[src/rtl/wb_commit_regfile_pkg.sv]
// Shared constants for the write-back commit stage and the forwarding unit.
// The slot-priority constant must agree with the forwarding unit's bypass priority.
package wb_commit_regfile_pkg;

    localparam int DATA_W = 8;
    localparam int ADDR_W = 5;
    localparam int DEPTH  = 32;
    localparam int CNT_W  = 16;

    typedef enum logic {
        SLOT1 = 1'b0,
        SLOT2 = 1'b1
    } slot_e;

    // On a same-destination dual write, this slot's data lands in the array.
    localparam slot_e SLOT_PRIORITY = SLOT2;

    function automatic logic [1:0] write_count(input logic we1, input logic we2);
        return {1'b0, we1} + {1'b0, we2};
    endfunction

endpackage

[src/rtl/wb_commit_regfile_regfile_2w2r.sv]
// Register array: two synchronous write ports, two combinational read ports, async clear.
module regfile_2w2r
    import wb_commit_regfile_pkg::*;
#(
    parameter int DATA_W = wb_commit_regfile_pkg::DATA_W,
    parameter int ADDR_W = wb_commit_regfile_pkg::ADDR_W,
    parameter int DEPTH  = wb_commit_regfile_pkg::DEPTH
) (
    input  logic              clk,
    input  logic              rst_n,
    input  logic              we1,
    input  logic [ADDR_W-1:0] wa1,
    input  logic [DATA_W-1:0] wd1,
    input  logic              we2,
    input  logic [ADDR_W-1:0] wa2,
    input  logic [DATA_W-1:0] wd2,
    input  logic [ADDR_W-1:0] ra1,
    input  logic [ADDR_W-1:0] ra2,
    output logic [DATA_W-1:0] rd1,
    output logic [DATA_W-1:0] rd2
);

    logic [DATA_W-1:0] mem_q [DEPTH];

    // The later non-blocking assignment wins, which implements the slot priority.
    always_ff @(posedge clk or negedge rst_n) begin
        if (!rst_n) begin
            for (int unsigned i = 0; i < DEPTH; i++) begin
                mem_q[i] <= '0;
            end
        end else if (SLOT_PRIORITY == SLOT2) begin
            if (we1) mem_q[wa1] <= wd1;
            if (we2) mem_q[wa2] <= wd2;
        end else begin
            if (we2) mem_q[wa2] <= wd2;
            if (we1) mem_q[wa1] <= wd1;
        end
    end

    assign rd1 = mem_q[ra1];
    assign rd2 = mem_q[ra2];

endmodule

[src/rtl/wb_commit_regfile.sv]
// Dual-slot write-back commit stage feeding a 32x8 register file, plus a saturating commit counter.
module wb_commit_regfile
    import wb_commit_regfile_pkg::*;
#(
    parameter int DATA_W = wb_commit_regfile_pkg::DATA_W,
    parameter int ADDR_W = wb_commit_regfile_pkg::ADDR_W,
    parameter int DEPTH  = wb_commit_regfile_pkg::DEPTH,
    parameter int CNT_W  = wb_commit_regfile_pkg::CNT_W
) (
    input  logic              clk,
    input  logic              rst_n,
    input  logic              stall,
    input  logic              flush,
    input  logic [ADDR_W-1:0] memwb_rd1,
    input  logic [ADDR_W-1:0] memwb_rd2,
    input  logic              rgw1_wb,
    input  logic              rgw2_wb,
    input  logic [DATA_W-1:0] wb_data1,
    input  logic [DATA_W-1:0] wb_data2,
    input  logic [ADDR_W-1:0] rs_1,
    input  logic [ADDR_W-1:0] rs_2,
    output logic [DATA_W-1:0] rd_data1,
    output logic [DATA_W-1:0] rd_data2,
    output logic [ADDR_W-1:0] reg_rd1,
    output logic [ADDR_W-1:0] reg_rd2,
    output logic              rgw1_reg,
    output logic              rgw2_reg,
    output logic [DATA_W-1:0] reg_data1,
    output logic [DATA_W-1:0] reg_data2,
    output logic [CNT_W-1:0]  commit_count
);

    logic [ADDR_W-1:0] rd1_q, rd1_d, rd2_q, rd2_d;
    logic              we1_q, we1_d, we2_q, we2_d;
    logic [DATA_W-1:0] data1_q, data1_d, data2_q, data2_d;
    logic [CNT_W-1:0]  cnt_q, cnt_d;

    logic              advance;
    logic [CNT_W:0]    cnt_sum;

    // Flush overrides stall: the held stage still retires before being cleared.
    assign advance = !stall || flush;

    always_comb begin
        rd1_d   = rd1_q;
        rd2_d   = rd2_q;
        we1_d   = we1_q;
        we2_d   = we2_q;
        data1_d = data1_q;
        data2_d = data2_q;
        cnt_d   = cnt_q;
        cnt_sum = {1'b0, cnt_q} + (CNT_W + 1)'(write_count(we1_q, we2_q));

        if (advance) begin
            rd1_d   = memwb_rd1;
            rd2_d   = memwb_rd2;
            data1_d = wb_data1;
            data2_d = wb_data2;
            we1_d   = rgw1_wb && !flush;
            we2_d   = rgw2_wb && !flush;
            cnt_d   = cnt_sum[CNT_W] ? '1 : cnt_sum[CNT_W-1:0];
        end
    end

    always_ff @(posedge clk or negedge rst_n) begin
        if (!rst_n) begin
            rd1_q   <= '0;
            rd2_q   <= '0;
            we1_q   <= 1'b0;
            we2_q   <= 1'b0;
            data1_q <= '0;
            data2_q <= '0;
            cnt_q   <= '0;
        end else begin
            rd1_q   <= rd1_d;
            rd2_q   <= rd2_d;
            we1_q   <= we1_d;
            we2_q   <= we2_d;
            data1_q <= data1_d;
            data2_q <= data2_d;
            cnt_q   <= cnt_d;
        end
    end

    regfile_2w2r #(
        .DATA_W (DATA_W),
        .ADDR_W (ADDR_W),
        .DEPTH  (DEPTH)
    ) u_rf (
        .clk   (clk),
        .rst_n (rst_n),
        .we1   (we1_q && advance),
        .wa1   (rd1_q),
        .wd1   (data1_q),
        .we2   (we2_q && advance),
        .wa2   (rd2_q),
        .wd2   (data2_q),
        .ra1   (rs_1),
        .ra2   (rs_2),
        .rd1   (rd_data1),
        .rd2   (rd_data2)
    );

    assign reg_rd1      = rd1_q;
    assign reg_rd2      = rd2_q;
    assign rgw1_reg     = we1_q;
    assign rgw2_reg     = we2_q;
    assign reg_data1    = data1_q;
    assign reg_data2    = data2_q;
    assign commit_count = cnt_q;

endmodule
[config.mk]
export PLATFORM = sky130hd
export DESIGN_NAME = wb_commit_regfile
export DESIGN_NICKNAME = d
export VERILOG_FILES = /design/src/rtl/wb_commit_regfile_pkg.sv /design/src/rtl/wb_commit_regfile_regfile_2w2r.sv /design/src/rtl/wb_commit_regfile.sv
export SDC_FILE = /design/constraint.sdc
export NUM_CORES = 1
export LEC_CHECK = 0
export CELL_PAD_IN_SITES_DETAIL_PLACEMENT = 0
export CELL_PAD_IN_SITES_GLOBAL_PLACEMENT = 1
export CORE_MARGIN = 3
export CORE_UTILIZATION = 52
export CTS_CLUSTER_DIAMETER = 200
export DETAILED_ROUTE_END_ITERATION = 16
export PLACE_DENSITY = 0.85
export SLEW_MARGIN = 20
export SYNTH_ARGS = -nofsm -noshare
export SYNTH_HDL_FRONTEND = slang
export SYNTH_HIERARCHICAL = 1
export SYNTH_SLANG_ARGS = --single-unit
[constraint.sdc]
create_clock -name clk -period 6.04 [get_ports clk]
set_input_delay 0.906 -clock clk [delete_from_list [all_inputs] [get_ports clk]]
set_output_delay 0.906 -clock clk [all_outputs]
set_load 0.005 [all_outputs]
# Word level (Yosys, flattened, before mapping)
# Cells that the tools add are included.
word_totals:
  output_inout_bits: 60
  wordCells: 75
  regBits: 300
classes:
  addsub: 2
  muxes: 15
  magnitude_cmp: 6
  reduce_logical: 9
  bitwise: 4
op_table:
  columns: ["operator", "count"]
  rows:
  - ["$bwmux W256", 2]
  - ["$mux W256", 2]
  - ["$bmux W8 S5", 2]
  - ["$demux W8 S5", 2]
  - ["$mux W8", 6]
  - ["$ge A6 B6 Y1 const B", 4]
  - ["$not A5 Y6", 4]
  - ["$add A16 B2 Y17", 1]
  - ["$mux W16", 1]
  - ["$lt A6 B1 Y1 const B", 2]
  - ["$logic_and A1 B1 Y1", 6]
  - ["$add A1 B1 Y2", 1]
  - ["$logic_not A1 Y1", 2]
  - ["$logic_or A1 B1 Y1", 1]

# Longest topological paths before layout
logic_depth:
  ltp_word: 9
  ltp_mapped: 10
  ltp_nobuf: 7

# Modules after synthesis
# Netlist, hierarchy kept.
by_module_without_submodules:
  columns: ["mod", "cells_per_inst", "n_inst", "seq_area_each_um2", "area_each_um2"]
  rows:
  - ["regfile_2w2r", 1813, 1, 6406.1, 17251.5]
  - ["wb_commit_regfile", 208, 1, 1101.1, 1948.1]

# Worst setup path after synthesis
# OpenSTA, ideal clock, no wires.
synth_path:
  path_kind: "input port to output port"
  from: "input rs_2[2]"
  to: "output rd_data2[0]"
  n_path_buf: 2
  stages: 5
  t_arrival_ps: 2650
  required_ps: 5134
  path_slack_ps: 2484
  cell_sequence: "clkbuf_1 > buf_1 > mux4_2 > mux4_2 > mux2_2"
synth_between:
  elab_chain_len: 4
synth_lines:
  columns: ["item", "line", "source"]
  rows:
  - ["start: declaration", "wb_commit_regfile.sv:21", "input logic [ADDR_W-1:0] rs_2,"]
  - ["$not A5 Y6 (not written as such)", "wb_commit_regfile_regfile_2w2r.sv:41", "assign rd2 = mem_q[ra2];"]
  - ["$bmux W8 S5", "wb_commit_regfile_regfile_2w2r.sv:41", null]
  - ["$mux W8 (not written as such) (2 in series)", "wb_commit_regfile_regfile_2w2r.sv:41", null]
  - ["end: declaration", "wb_commit_regfile.sv:23", "output logic [DATA_W-1:0] rd_data2,"]
# Every way passes these cells. The select of a mux whose other input is x is not followed.

# Worst setup path in the final report
layout_path:
  from: "input rs_1[1]"
  to: "output rd_data1[4]"
layout_between:
  elab_chain_len: 4
layout_lines:
  columns: ["item", "line", "source"]
  rows:
  - ["start: declaration", "wb_commit_regfile.sv:20", "input logic [ADDR_W-1:0] rs_1,"]
  - ["$not A5 Y6 (not written as such)", "wb_commit_regfile_regfile_2w2r.sv:40", "assign rd1 = mem_q[ra1];"]
  - ["$bmux W8 S5", "wb_commit_regfile_regfile_2w2r.sv:40", null]
  - ["$mux W8 (not written as such) (2 in series)", "wb_commit_regfile_regfile_2w2r.sv:40", null]
  - ["end: declaration", "wb_commit_regfile.sv:22", "output logic [DATA_W-1:0] rd_data1,"]
# Every way passes these cells. The select of a mux whose other input is x is not followed.

==> results.cfg <==
[power]
power.density_mw_per_mm2 = 343
p_leak_nw = 7.67
vdd.ir_drop.worst_v = 0.000189

[yosys]
synth_top_family_by_area = multiplexers
synth.area.top_cells = dfrtp_1 39%, mux4_2 19%, a31oi_1 8.4%, nand3_1 6.9%, o21ai_0 6.8%
yosysTopAreaCellShare = 0.391
synth_nets = 2065
synthArstFlopShare = 1.00
dominantRegCellSynth = dfrtp_1
ys_seq_area_frac = 0.391
synth_common_cells = 300 x dfrtp_1, 264 x nand3_1, 260 x o21ai_0, 258 x a31oi_1, 258 x nor3_1
synth_compound_area_frac = 0.154
yosysMostFrequentCell = dfrtp_1
synth_simple_gate_area_frac = 0.187
yosysWarnings = 6
ys_ff_latch = 300
netlist_area_mm2 = 0.0192
synthXorXnorAreaFrac = 0.00274
postSynthCellCount = 2021
synthAdderAreaFrac = 0.00169
synthDistinctLibCells = 42
synth_edf_count = 0
syn_area_per_cell_um2 = 9.50
synth_mux_area_frac = 0.199
synth_top_area_cell = dfrtp_1

[global_routing]
grt_max_degree = 113
overflow = 0
grt_usage = 0.365
grt_pass1_wl_um = 110000
antenna_found_initial = 1
grt_pass1_vias = 17700

[route]
antenna_left = 0
num_vias = 18500
drt_wl_total_um = 72000
dr.first_iter.drc_count = 3166
dr.pass1.iters = 6
drc = 0
viasPerCell = 7.68
avgRoutedWirePerCell_um = 29.9

[clock_tree]
cts.sinks = 300
cts_buffers = 36
cts_buffer_depth = 3
clkLatencyLatePin_ps = 550
tritoncts = done
clock-root-buffer = clkbuf_16
cts.clk_slew.worst_paths_ps = 60
ctsResizeCount = 0
htreeDepth = 2
cts_setup_buffers = 0
ctsHoldBuffers = 0

[hold_path]
hold_class = in2async

[finish]
multi_input_area_mm2 = 0.0105
synthToLayoutAreaGrowth_pct = 10.7
fillers = 3027
nets = 1962
diodes = 0
regMostFlops = u_rf/mem_q
largest_reg_flops = 256
layout-drive-gt1-share = 0.182
final_util = 0.590
regArea_mm2 = 0.00751

[setup_path]
crit_type = in2out
cp_cell_sequence = buf_4, buf_4, mux4_2, mux4_2, mux2_2, clkdlybuf4s50_1
critPathSlowestCell = buf_4
crit_family = buffers and inverters
slowest_delay_ps = 630
cp.required_ps = 5130
startpoint = rs_1[1]
arrival_ps = 3710
crit_fanout = 45
crit_path_start_kind = input pin
endpoint_kind = primary output
critPathBufInv = 3
worstReg2RegStart = rgw1_reg

[sta]
timing.hold.ws_ps = 392
slew_headroom = 0.238
layout_min_cycle_time_ps = 4610
hold_viol = 0
fmax_mhz = 217
rsz0062_at_grt = false
skew_ps = 16.6
tns_ps = 0
setup_viol = 0
maxSlewViolCount = 0
period_share = 0.763
worstMarginPinSlew_ps = 1140

[place]
gp_congestion = 0.963
hpwlAfterDp_um = 44000
port_buffers = 101

[die]
core_area_mm2 = 0.0360
io_pins = 102
rows = 69
fp.dieH_um = 198
die_width_um = 198
die-area_mm2 = 0.0393
start_util = 0.533

[outcome]
status = finished clean

[job]
maxCapViolations = 0
-- kinds of logic (layout without fill, tap and decap cells) --
logic type,after synthesis,count (layout)
compound gates,524,524
simple gates,704,704
mux,180,180
fa+ha+maj,2,2
xor+xnor,6,6
buf+inv,305,228
flops,300,300
-- path summary, 6_finish.rpt --
path	endpoint	slack [ps]	depth (start not counted)
max in group asynchronous	u_rf/mem_q[74]	4420	2
max	rd_data1[4]	1430	6
min reg2reg	commit_count[0]	550	2
min	u_rf/mem_q[185]	390	1
max reg2reg	u_rf/mem_q[199]	3170	6
min in group clk	commit_count[0]	550	2
-- routing by layer --
metal  routed length, µm  track usage  vias to the layer above  share of wire
met5                  13            0                        -        0.00018
met4                2330        0.117                        2          0.032
met3               11300        0.135                      184           0.16
met2               31400        0.526                     1530           0.44
met1               26900        0.517                     9227           0.37
li1                    -            -                     7517              -
-- power breakdown --
part | switching, mW | total, mW | leakage, nW | internal, mW
clock | 0.902 | 2.12 | 0.555 | 1.22
sequential | 0.703 | 3.22 | 3.86 | 2.52
combinational | 0.881 | 1.94 | 3.25 | 1.05
total | 2.49 | 7.28 | 7.67 | 4.80
-- placed cells by master, fill, tap and decap left out, types with 10 or more instances in the layout --
cell type        synthesis  routed
o21ai_0                260     260
nand3_1                264     262
nand3b_1                10      10
mux2_2                  16      16
nand2_1                 91      91
mux4_2                 160     160
nor3_1                 258     257
clkbuf_16                0      37
clkbuf_1               247      12
clkdlybuf4s50_1          0      95
a31oi_1                258     258
dfrtp_1                300     297
or2_2                   32      32
buf_4                   12      52
-- cell type report --
| class | instances | share of cell area |
|---|---|---|
| Clock inverter | 8 | 0.00253 |
| Sequential cell | 300 | 0.354 |
| Tap cell | 461 | 0.0271 |
| Inverter | 6 | 0.00106 |
| Clock buffer | 56 | 0.0502 |
| Multi-Input combinational cell | 1416 | 0.495 |
| Timing Repair Buffer | 158 | 0.0703 |
-- per-stage QoR --
| stage | worst slack [ps] | power [mW] | instances | cell area [µm²] |
|---|---|---|---|---|
| CTS | 1380 | 7.18 | 2403 | 21200 |
| floorplan | 2480 | 4.17 | 2021 | 19200 |
| global route | 1240 | 7.51 | 2405 | 21200 |
| finish | 1430 | 7.28 | 2405 | 21200 |
| detailed placement | 1370 | 5.05 | 2339 | 20100 |
| global placement | 1430 | 4.97 | 2339 | 20100 |
No activity file was read; power rests on OpenSTA's default activity.
==> edit 1: new RTL, same flow settings <==
Change the package constant `ADDR_W` from 5 to 4.
--- a/src/rtl/wb_commit_regfile_pkg.sv
+++ b/src/rtl/wb_commit_regfile_pkg.sv
@@ -5,3 +5,3 @@
     localparam int DATA_W = 8;
-    localparam int ADDR_W = 5;
+    localparam int ADDR_W = 4;
     localparam int DEPTH  = 32;
Interface: changed (6 resized); port bits go from 102 to 96. The function was not compared with the original's and may differ.
==> edit 1 against the unedited design <==
Die area down 45%; core utilization increased by 1.5 points; global-route usage decreased by 2.5 points; cell area decreased by 44%; routed wire length fell by 48%; sequential cell count decreased by 130; clock power down 47%; hold slack improved by 86 ps; area after synthesis decreased by 46%; total power fell by 41%; setup slack better by 510 ps; critical path type unchanged; critical endpoint is now rd_data2[2]; largest power group unchanged; highest routed layer is now met4.
==> edit 1: results (changes against the unedited design) <==
metric;value;unit;change
result of the run;finished, final reports clean;;
Worst Setup Slack, final;1940;ps;+509 ps
headroom to the max-slew limit;26.2;%;+2.4 points
peak per-stage delay on the critical path;570;ps;-60 ps
Biggest register;u_rf/mem_q;;
Max VDD drop;0.237;mV;+25%
Max Clock Skew;10.8;ps;-5.84 ps
Hold/Removal Path Class;input pin to async pin;;
Slowest cell on crit path;sky130_fd_sc_hd__mux4_2;;
post-synthesis cell count;1155;;-43%
H-tree levels;4;;+2
CTS buffer count;17;;-53%
number of gates given a new drive strength after cts;0;;unchanged
clock transition at the registers of the reported paths;70;ps;
fraction of registers with async set or reset after synthesis;100;%;unchanged
Distinct cells, synth;44;;+4.8%
number of buffers inserted to repair setup after CTS;0;;unchanged
maximum buffer depth of the clock tree;2;;-1
antenna violations before repair;0;;-1
final weighted congestion in routability-driven placement;0.862;;-10%
clock root buffer;sky130_fd_sc_hd__clkbuf_16;;
placed wire-length estimate after detailed placement;22300;µm;-49%
worst slack after detailed placement;1850;ps;+476 ps
standard cell area after detailed placement;11200;µm²;-44%
share of layout cells above drive strength 1;12.8;%;-5.4 points
DRT iter0 DRCs;1749;;-45%
detail-routed via count per cell;7.22;;-5.9%
sequential-to-total area share from yosys stat;40.8;%;+1.7 points
warning count from the yosys run;6;;unchanged
Detailed Routing Iterations Pass 1;5;;-1
first-pass GRT wire length;57600;µm;-48%
register-to-register path setup slack;3340;ps;+170 ps
antenna diode count;0;;unchanged
cell family contributing the most delay on the critical path;buffers and inverters;;
top cell types by occurrence after synthesis;sky130_fd_sc_hd__dfrtp_1, sky130_fd_sc_hd__nand3_1, sky130_fd_sc_hd__o21ai_0;;
largest net degree at the start of global routing;76;;-33%
source-to-sink clock delay at the later pin of the worst-skew pair;430;ps;-120 ps
largest cells by area after synthesis;sky130_fd_sc_hd__dfrtp_1, sky130_fd_sc_hd__mux4_2, sky130_fd_sc_hd__a31oi_1;;
DR DRC count;0;;unchanged
number of buffers inserted by port buffering;95;;-5.9%
Global Route Usage Sum;33.9;%;-2.5 points
Avg WL per Cell;26.3;µm;-12%
final routed wirelength across all metal layers;37100;µm;-48%
number of cells after detailed placement;1377;;-41%
data arrival at the endpoint of the critical path;3200;ps;-510 ps
cell leakage power;0.00440;µW;-43%
number of flip-flops in the largest register;128;;-50%
maximum fanout encountered on the critical timing path;32;;-29%
number of global-route vias before repair;9558;;-46%
-- edit 1: stage by stage --
step           hold WS (ps)  power [µW]
3_5_place_dp            548        3110
4_1_cts                 519        4220
6_report                478        4270
3_3_place_gp            535        3070
2_1_floorplan           483        2550
5_1_grt                 542        4450
-- edit 1: report_power, final --
part	leakage (µW)	total [µW]	switching (µW)	internal (µW)
clock network	0.000278	1120	493	626
logic	0.00200	1230	550	680
registers	0.00212	1920	430	1490
-- edit 1: worst paths after layout --
path | from | cells past startpoint | to
worst max register to register | rgw1_reg | 5 | u_rf/mem_q[205]
min in group clk | reg_rd2[3] | 2 | reg_rd2[3]
max in group asynchronous | rst_n | 2 | u_rf/mem_q[174]
worst min register to register | reg_rd2[3] | 2 | reg_rd2[3]
worst max-delay path | rs_2[1] | 6 | rd_data2[2]
worst min-delay path | rst_n | 1 | u_rf/mem_q[169]
-- edit 1: area by class of cell --
cell class                      instances  area, µm²
Clock buffer                           20        447
Clock inverter                         11        136
Fill cell                            1720       7730
Inverter                                5       18.8
Multi-Input combinational cell        821       5550
Sequential cell                       170       4250
Tap cell                              265        332
Timing Repair Buffer                  117       1120
-- edit 1: cells by family (layout without fill, tap and decap cells) --
logic type,count (synthesis),in the layout,synth area share [%]
compound gates,300,300,16.8
xor+xnor,5,5,0.420
fa+ha+maj,2,2,0.312
buf+inv,164,153,6.30
flops,170,170,40.8
mux,67,67,14.1
simple gates,447,447,21.2
-- edit 1: layer usage --
layer | routed length [µm] | track usage (%) | vias to the layer above | share of wire [%]
met5 | 0 | 0 | - | 0
met4 | 1260 | 10.4 | 0 | 3.4
met3 | 5630 | 11.4 | 106 | 15
met2 | 15600 | 46.9 | 921 | 42
met1 | 14600 | 50.9 | 4864 | 39
li1 | - | - | 4282 | -
==> edit 2: new RTL, same settings <==
Made on the original files. Take the reset off `rd1_q`, `rd2_q`, `data1_q` and `data2_q` and load them in a clocked block of their own.
--- a/src/rtl/wb_commit_regfile.sv
+++ b/src/rtl/wb_commit_regfile.sv
@@ -66,18 +66,17 @@
         if (!rst_n) begin
-            rd1_q   <= '0;
-            rd2_q   <= '0;
             we1_q   <= 1'b0;
             we2_q   <= 1'b0;
-            data1_q <= '0;
-            data2_q <= '0;
             cnt_q   <= '0;
         end else begin
-            rd1_q   <= rd1_d;
-            rd2_q   <= rd2_d;
             we1_q   <= we1_d;
             we2_q   <= we2_d;
-            data1_q <= data1_d;
-            data2_q <= data2_d;
             cnt_q   <= cnt_d;
         end
+    end
+
+    always_ff @(posedge clk) begin
+        rd1_q   <= rd1_d;
+        rd2_q   <= rd2_d;
+        data1_q <= data1_d;
+        data2_q <= data2_d;
     end
Function: changed (Yosys sat finds a counterexample within 4 cycles, from zero or initial values and one cycle with rst_n low).
==> edit 2 against the unedited design <==
Sequential cell count is the same; area after synthesis down 0.98%; largest power group unchanged; cell area is 0.41% lower; global-route usage grew 1.8 points; register-to-register slack better by 50 ps; routed wire length increased by 3.5%; setup slack improved by 18 ps; total power is 3.7% higher; combinational power rose by 8%.
==> edit 2: results (changes against the unedited design) <==
metric;value;unit;change
cell leakage power;0.00746;µW;-2.6%
final routed wirelength across all metal layers;74500;µm;+3.5%
met2 capacity usage during global routing;53.8;%;+1.2 points
DRT iter0 DRCs;3832;;+21%
Top Layer Used;met4;;
number of buffers inserted to repair setup after CTS;0;;unchanged
number of flip-flops in the largest register;256;;unchanged
routed wl met2;31200;µm;-0.56%
top cell types by occurrence after synthesis;sky130_fd_sc_hd__dfrtp_1, sky130_fd_sc_hd__nand3_1, sky130_fd_sc_hd__nor3_1, sky130_fd_sc_hd__o21ai_0, sky130_fd_sc_hd__a31oi_1;;
Max Clock Skew;18.5;ps;+1.91 ps
standard cell area after detailed placement;20000;µm²;-0.61%
maximum fanout encountered on the critical timing path;38;;-16%
Biggest register;u_rf/mem_q;;
CTS buffer count;36;;unchanged
H-tree levels;2;;unchanged
Final Net Count;1885;;-3.9%
length of routed wiring on met1;26000;µm;-3.1%
headroom to the max-slew limit;23.3;%;-0.51 points
antenna diode count;0;;unchanged
placed wire-length estimate after detailed placement;43000;µm;-2.3%
final weighted congestion in routability-driven placement;0.955;;-0.83%
result of the run;finished, final reports clean;;
clock transition at the registers of the reported paths;60;ps;about the same
share of layout cells above drive strength 1;19.5;%;+1.3 points
final setup violating endpoints;0;;unchanged
source-to-sink clock delay at the later pin of the worst-skew pair;560;ps;
Post-Syn Nets;1979;;-4.2%
met3 layer wire length in the routed design;13300;µm;+17%
Max VDD drop;0.231;mV;+22%
warning count from the yosys run;6;;unchanged
Detailed Routing Iterations Pass 1;9;;+3
global routing usage on met1;53.2;%;+1.5 points
number of global-route vias before repair;17912;;+1.5%
largest cells by area after synthesis;sky130_fd_sc_hd__dfrtp_1, sky130_fd_sc_hd__mux4_2, sky130_fd_sc_hd__a31oi_1;;
maximum buffer depth of the clock tree;3;;unchanged
number of gates given a new drive strength after cts;0;;unchanged
Post-synth EDFFs;26;;+26
number of buffers inserted by port buffering;101;;unchanged
antenna violations before repair;0;;-1
detail-routed via count per cell;7.93;;+3.3%
Global Route Usage Sum;38.3;%;+1.8 points
Distinct cells, synth;37;;-12%
first-pass GRT wire length;114000;µm;+3.3%
met3 Resource Use GR;15.7;%;+2.2 points
clock root buffer;sky130_fd_sc_hd__clkbuf_16;;
register-to-register path setup slack;3220;ps;+50 ps
setup_tns;0;ps;unchanged
switching power of the nets;2560;µW;+3.2%
sequential-to-total area share from yosys stat;40.2;%;+1.1 points
data arrival at the endpoint of the critical path;3690;ps;-20 ps
fraction of registers with async set or reset after synthesis;91.3;%;-8.7 points
Hold/Removal Path Class;input pin to async pin;;
fraction of post-synthesis cell area in the top cell type by area;36.1;%;-3.0 points
filler cell count;2883;;-4.8%
largest net degree at the start of global routing;125;;+11%
-- edit 2: cell types whose count changed after synthesis, moves of 3 or more --
cell | before | now
sky130_fd_sc_hd__nand2_1 | 91 | 7
sky130_fd_sc_hd__dfrtp_1 | 300 | 274
sky130_fd_sc_hd__edfxtp_1 | 0 | 26
sky130_fd_sc_hd__nand2_2 | 0 | 10
sky130_fd_sc_hd__buf_2 | 8 | 3
sky130_fd_sc_hd__nor2_1 | 7 | 2
sky130_fd_sc_hd__xor2_1 | 4 | 8
sky130_fd_sc_hd__and2_1 | 0 | 3
sky130_fd_sc_hd__mux2_2 | 16 | 19
-- edit 2: layout make-up --
type                    count  area share (%)
inverters                   5          0.0887
flip-flops and latches    300            36.1
well taps                 461            2.73
clock inverters            15           0.739
clock buffers              50            4.75
repair buffers            161            7.24
multi-input cells        1337            48.4
-- edit 2: final timing paths --
check                           depth (start not counted)            start               to
worst max-delay path                                    6          rs_2[2]      rd_data2[7]
worst min-delay path                                    1            rst_n  u_rf/mem_q[187]
worst max register to register                          3       reg_rd1[2]    u_rf/mem_q[2]
worst min register to register                          2  commit_count[9]  commit_count[9]
max in group asynchronous                               2            rst_n   u_rf/mem_q[66]
min in group clk                                        2  commit_count[9]  commit_count[9]
-- edit 2: logic make-up (layout without fill, tap and decap cells) --
family	Yosys count	count (layout)	share of synthesized area (%)
AO/OA/AOI/OAI	517	517	15.3
flip-flops	300	300	40.2
multiplexers	182	182	20.2
XOR/XNOR	8	8	0.369
adder cells (fa/ha/maj)	2	2	0.171
AND/OR/NAND/NOR	628	628	17.5
buffers and inverters	298	231	6.28
-- edit 2: power by group through the flow --
stage               clock network [µW]  registers (µW)  logic [µW]
finish                            2210            3240        2100
global route                      2300            3260        2220
CTS                               2220            3160        2040
detailed placement                   0            3180        2030
global placement                     0            3170        1950
floorplan                            0            2870        1430
-- edit 2: per-stage QoR --
| step | hold slack [ps] | instances | util [%] | setup WS [ps] | total power (µW) |
|---|---|---|---|---|---|
| 6_report | 342 | 2329 | 59.1 | 1450 | 7550 |
| 5_1_grt | 400 | 2329 | 59.1 | 1390 | 7790 |
| 4_1_cts | 387 | 2327 | 59.0 | 1490 | 7420 |
| 3_5_place_dp | 524 | 2262 | 55.8 | 1490 | 5210 |
| 3_3_place_gp | 528 | 2259 | 55.7 | 1540 | 5120 |
| 2_1_floorplan | 529 | 1935 | - | 2480 | 4310 |
-- edit 2: worst max-delay path, stage by stage --
cell and delay, ps:
sky130_fd_sc_hd__buf_2 800, sky130_fd_sc_hd__buf_4 340, sky130_fd_sc_hd__mux4_2 310, sky130_fd_sc_hd__mux4_2 490, sky130_fd_sc_hd__mux2_2 330, sky130_fd_sc_hd__clkdlybuf4s50_1 470
